$ cat config.mk
export PLATFORM = sky130hd
export DESIGN_NAME = pwm_ramp_ctrl
export DESIGN_NICKNAME = d
export VERILOG_FILES = /design/src/rtl/pwm_ramp_ctrl.sv
export SDC_FILE = /design/constraint.sdc
export NUM_CORES = 1
export LEC_CHECK = 0
export ABC_AREA = 1
export CAP_MARGIN = 10
export CORE_MARGIN = 4
export CORE_UTILIZATION = 45
export DETAILED_ROUTE_END_ITERATION = 16
export GPL_ROUTABILITY_DRIVEN = 0
export MAX_ROUTING_LAYER = met4
export PLACE_DENSITY = 0.68
export RECOVER_POWER = 50
export REMOVE_ABC_BUFFERS = 1
export SYNTH_ARGS = -nofsm -noshare
export SYNTH_HDL_FRONTEND = slang
export SYNTH_SLANG_ARGS = --single-unit
$ cat constraint.sdc
create_clock -name clk -period 3.2 [get_ports clk]
set_input_delay 0.64 -clock clk [delete_from_list [all_inputs] [get_ports clk]]
set_output_delay 0.64 -clock clk [all_outputs]
set_load 0.005 [all_outputs]
$ cat src/rtl/pwm_ramp_ctrl.sv
// Duty-cycle sequencer for a PWM generator: accepts a target duty, then ramps the
// applied duty toward it in fixed steps, updating only on PWM period boundaries.
module pwm_ramp_ctrl #(
    parameter int unsigned DUTY_W           = 9,
    parameter int unsigned MAX_DUTY         = 256,
    parameter int unsigned PERIODS_PER_STEP = 4
) (
    input  logic              clk,
    input  logic              reset,
    input  logic              period_strobe,
    input  logic [DUTY_W-1:0] target_duty,
    input  logic [7:0]        step_size,
    input  logic              target_valid,
    output logic              target_ready,
    input  logic              abort,
    output logic [DUTY_W-1:0] duty_out,
    output logic              busy,
    output logic              done
);

    localparam int unsigned      CNT_W    = (PERIODS_PER_STEP > 1) ? $clog2(PERIODS_PER_STEP) : 1;
    localparam logic [DUTY_W-1:0] MAX_D    = DUTY_W'(MAX_DUTY);
    localparam logic [CNT_W-1:0]  CNT_LAST = CNT_W'(PERIODS_PER_STEP - 1);

    typedef enum logic [1:0] {
        IDLE,
        RAMP_UP,
        RAMP_DOWN
    } state_t;

    state_t state, state_next;

    logic [DUTY_W-1:0] tgt;
    logic [7:0]        stp;
    logic [CNT_W-1:0]  period_cnt;

    logic [DUTY_W-1:0] tgt_in;
    logic [7:0]        stp_in;
    logic [DUTY_W:0]   wide_duty;
    logic [DUTY_W:0]   wide_tgt;
    logic [DUTY_W:0]   wide_stp;
    logic [DUTY_W:0]   up_sum;
    logic [DUTY_W:0]   dn_diff;
    logic [DUTY_W-1:0] stepped_duty;
    logic              accept;
    logic              step_due;
    logic              reached;

    // Request conditioning and one-bit-wider step arithmetic so neither direction wraps.
    always_comb begin
        tgt_in    = (target_duty > MAX_D) ? MAX_D : target_duty;
        stp_in    = (step_size == '0) ? 8'd1 : step_size;
        wide_duty = {1'b0, duty_out};
        wide_tgt  = {1'b0, tgt};
        wide_stp  = (DUTY_W + 1)'(stp);
        up_sum    = wide_duty + wide_stp;
        dn_diff   = (wide_duty > wide_stp) ? (wide_duty - wide_stp) : '0;
        if (state == RAMP_UP) begin
            stepped_duty = (up_sum > wide_tgt) ? tgt : up_sum[DUTY_W-1:0];
        end else begin
            stepped_duty = (dn_diff < wide_tgt) ? tgt : dn_diff[DUTY_W-1:0];
        end
        accept   = target_valid && target_ready;
        step_due = (state != IDLE) && period_strobe && (period_cnt == CNT_LAST);
        reached  = step_due && (stepped_duty == tgt);
    end

    always_ff @(posedge clk) begin
        if (reset) begin
            state <= IDLE;
        end else begin
            state <= state_next;
        end
    end

    always_comb begin
        state_next = state;
        if (abort) begin
            state_next = IDLE;
        end else begin
            case (state)
                IDLE: begin
                    if (accept) begin
                        if (tgt_in > duty_out) begin
                            state_next = RAMP_UP;
                        end else if (tgt_in < duty_out) begin
                            state_next = RAMP_DOWN;
                        end
                    end
                end
                RAMP_UP, RAMP_DOWN: begin
                    if (reached) begin
                        state_next = IDLE;
                    end
                end
                default: state_next = IDLE;
            endcase
        end
    end

    always_comb begin
        target_ready = (state == IDLE) && !abort;
        busy         = (state != IDLE);
    end

    // done is registered on the same edge that loads the final duty, so both appear together.
    always_ff @(posedge clk) begin
        if (reset) begin
            duty_out   <= '0;
            done       <= 1'b0;
            period_cnt <= '0;
            tgt        <= '0;
            stp        <= 8'd1;
        end else if (abort) begin
            duty_out   <= '0;
            done       <= 1'b0;
            period_cnt <= '0;
        end else begin
            done <= (accept && (tgt_in == duty_out)) || reached;
            if (accept) begin
                tgt        <= tgt_in;
                stp        <= stp_in;
                period_cnt <= '0;
            end else if ((state != IDLE) && period_strobe) begin
                if (step_due) begin
                    duty_out   <= stepped_duty;
                    period_cnt <= '0;
                end else begin
                    period_cnt <= period_cnt + CNT_W'(1);
                end
            end else if (state == IDLE) begin
                period_cnt <= '0;
            end
        end
    end

endmodule

==> impl_results.md <==
* Overall Global Routing Usage at 26.9%
* Post-route clock skew at 0.00322 ns
* Initial Utilization at 46.2%
* CP most frequent cell: nand2_1
* Hold Crit Class: reg2reg
* Crit path depth at 36
* Critical path peak fanout at 6
* Cell area after synthesis at 0.00357 mm^2
* Post-route DRC at 0
* Share of the synthesized area in the top cell type at between 10% and 20%
* Drt initial violations at 386
* R2r endpoint: state[1]$_SDFFE_PP0P_
* I/O Buffers at 33
* Final Slew Violations at 0
* Vias at 4505
* DRT antenna net count at 0
* CP Class: reg2reg
* Setup Total Neg Slack at -3.54 ns
* Slew at the pin with the worst max-slew slack at 1.16 ns
* Clock Path Buffers at 2
* Critical path startpoint category: flop
* Critical Path Slowest Stage Cell: fa_2
* Vias in the first global route at 4234
* DR pass1 iterations at 5
* Ant diodes at 0
* Crit. Startpoint: duty_out[0]$_SDFFE_PP0P_
* Critical Path Sink Type: flop
* Fin nets at 788
* Setup ws final at -0.572 ns
* Failing checks: negative setup slack
* Average wire per standard cell at 15.8 um
* Critical R2R Launch: duty_out[0]$_SDFFE_PP0P_
* Synth unique cells at 38
* Post-DP HPWL at 9.62 mm
* RSZ-0062 raised after global routing: yes
* FMAX at 0.265 GHz
* Endpoints failing setup at 12
* Number of top-level pins at 34
* Post-layout util at between 60% and 70%
* Die Wd at between 90 and 100 um
* Max Cap Violations at 0
* Clock Pin Slew Worst Setup and Hold Paths at 0.07 ns
* CTS tree: built
* R2R setup slack at -0.57 ns
* Routed wire length at 13.0 mm
* P_leak at 2.76 nW
* Number of buffers and inverters on the critical path at 3
* Die ar. at 0.00942 mm^2
* Yosys warnings at 0
* Root Buffer: clkbuf_8
* R2R cell count at 36
* Rows at 32
* PD cells at roughly 400 mW/mm^2
* Arr. time, crit path at 3.99 ns
* Clock Latency Late Sink at 0.28 ns
* Top cells by area, synth: dfxtp_1 17%, ha_1 16%, nand2_1 13%
* Slew HR at approximately 23%
* CTS Sinks at 31
* Grt ovf at 0
* Crit-path max cell delay at 0.35 ns
* Final Hold Fails at 0
* Crit path max-delay family: simple AND/OR/NAND/NOR gates
* Yosys top cell by area: dfxtp_1
* First-pass GRT wire length at 20.3 mm
* Critical Path End: state[1]$_SDFFE_PP0P_
* Sequential area share after synthesis at 17.4%
* WP data required at 3.42 ns
* Initial antenna violation count at 0
* Final min period at roughly 3.8 ns
* Syn avg cell area at 6.23 um^2
* Maximum VDD drop at approximately 0.32 mV
* H-tree Lvls at 2
* Largest net degree at the start of global routing at 31
* Die Y at 97.1 um
* Via density at 5.48
* Number of synthesized register bits at 31
* Period utilisation layout at 118%
* Core area at 0.00773 mm^2
* Design Power at 2.13 mW
* Layout cells sized above 1 at 31.1%
* Area Growth Syn to Fin at 49.8%
* Post-Syn Instances at 573
* Fillers at 614
* Status: finished, violations left
* TritonCTS Buffers at 5
state kept, by name, indices dropped and copies added, names as in the netlist:
signal	flops
state	2
stp	8
duty_out	9
tgt	9
done	1
period_cnt	2
cell usage after synthesis (all sizes together):
cell,n
a211oi,3
a21boi,1
a21oi,39
a221oi,1
a22oi,1
a31oi,4
and2,1
buf,10
clkbuf,7
dfxtp,31
fa,2
ha,45
inv,103
nand2,137
nand3,76
nand3b,5
nand4,6
nor2,48
nor3,2
nor4,2
o211ai,7
o21ai,30
o21bai,3
or2,1
xnor2,1
xor2,7
cells by family (layout without fill, tap and decap cells):
group / count (synthesis) / count (layout) / share of synthesized area [%]
xor gates and xnor gates: 8 / 8 / 1.96
and+or+nand+nor: 278 / 279 / 35.7
buffers and inverters: 120 / 266 / 13.8
AOI/OAI and AO/OA: 89 / 89 / 14.3
adders and majority gates: 47 / 47 / 16.9
DFF: 31 / 31 / 17.4
report_power, final:
group | switching [mW] | total, mW | internal [mW] | leakage (nW)
Sequential | 0.0156 | 0.423 | 0.408 | 0.254
Combinational | 0.687 | 1.31 | 0.620 | 2.44
Clock | 0.153 | 0.404 | 0.252 | 0.0612
Total | 0.855 | 2.13 | 1.28 | 2.76
cell type report:
class                           instances  area, um^2  area share (%)
Clock inverter                          2        35.0           0.655
Inverter                              103         387            7.23
Tap cell                              102         128            2.39
Timing Repair Buffer                  155        1310            24.6
Sequential cell                        31         627            11.7
Clock buffer                            6        82.6            1.54
Multi-Input combinational cell        423        2780            51.9
stage by stage:
stage	hold WS, ns	instances	area [um^2]	worst slack (ns)
6_report	0.503	822	5350	-0.572
5_1_grt	0.542	822	5350	-0.757
4_1_cts	0.508	817	5150	-0.464
3_5_place_dp	0.499	784	4630	-0.690
3_3_place_gp	0.476	784	4630	-0.602
2_1_floorplan	0.451	556	3460	-0.432
worst min-delay path: stages (launching register included):
cell and delay [ns]:
dfxtp_1 0.32, nand3_1 0.08, a21oi_1 0.06
layout by cell type (no fill, tap or decap), types with 4 or more instances in the layout:
cell type,Yosys,final
nand4_1,5,5
xor2_1,7,5
inv_2,1,6
a21oi_2,2,7
nand3_1,72,58
dfxtp_1,31,26
nand2_4,3,5
dfxtp_2,0,5
o21ai_2,0,5
nor2_2,4,7
nand2_1,125,112
o21ai_0,27,21
ha_4,0,9
o211ai_1,7,7
a21oi_1,37,32
inv_1,102,97
buf_4,4,108
nor2_1,43,39
clkbuf_8,0,6
nand3b_1,5,5
buf_6,3,11
ha_1,45,34
o21ai_1,3,4
nand2_2,9,21
nand3_2,4,18
clkdlybuf4s50_1,0,32
routing by layer:
metal  GRT usage (%)  routed length, um  vias to the layer above  part of all wire (%)
met5               -                  0                        -                     0
met4            12.6                626                        0                   4.8
met3            2.73                878                       49                   6.8
met2            43.7               6170                      241                    48
met1            33.5               5290                     2074                    41
li1                -                  -                     2141                     -
what timing repair did:
item,in CTS,in global routing
setup buffers,27,4
endpoints found under the hold margin,0,0
gates cloned,1,1
pin swaps,18,21
hold buffers,0,0
endpoints found under the setup margin,12,12
resized for setup,53,37
worst min path at each step:
stage                                from                         end  cells after the start
2_1_floorplan         stp[2]$_SDFFE_PP0P_         stp[2]$_SDFFE_PP0P_                      2
3_3_place_gp   period_cnt[1]$_SDFFE_PP0P_  period_cnt[1]$_SDFFE_PP0P_                      2
3_5_place_dp   period_cnt[1]$_SDFFE_PP0P_  period_cnt[1]$_SDFFE_PP0P_                      2
4_1_cts        period_cnt[1]$_SDFFE_PP0P_  period_cnt[1]$_SDFFE_PP0P_                      2
5_1_grt        period_cnt[1]$_SDFFE_PP0P_  period_cnt[1]$_SDFFE_PP0P_                      2
6_report       period_cnt[1]$_SDFFE_PP0P_  period_cnt[1]$_SDFFE_PP0P_                      2
No activity file was read; power rests on OpenSTA's default activity.
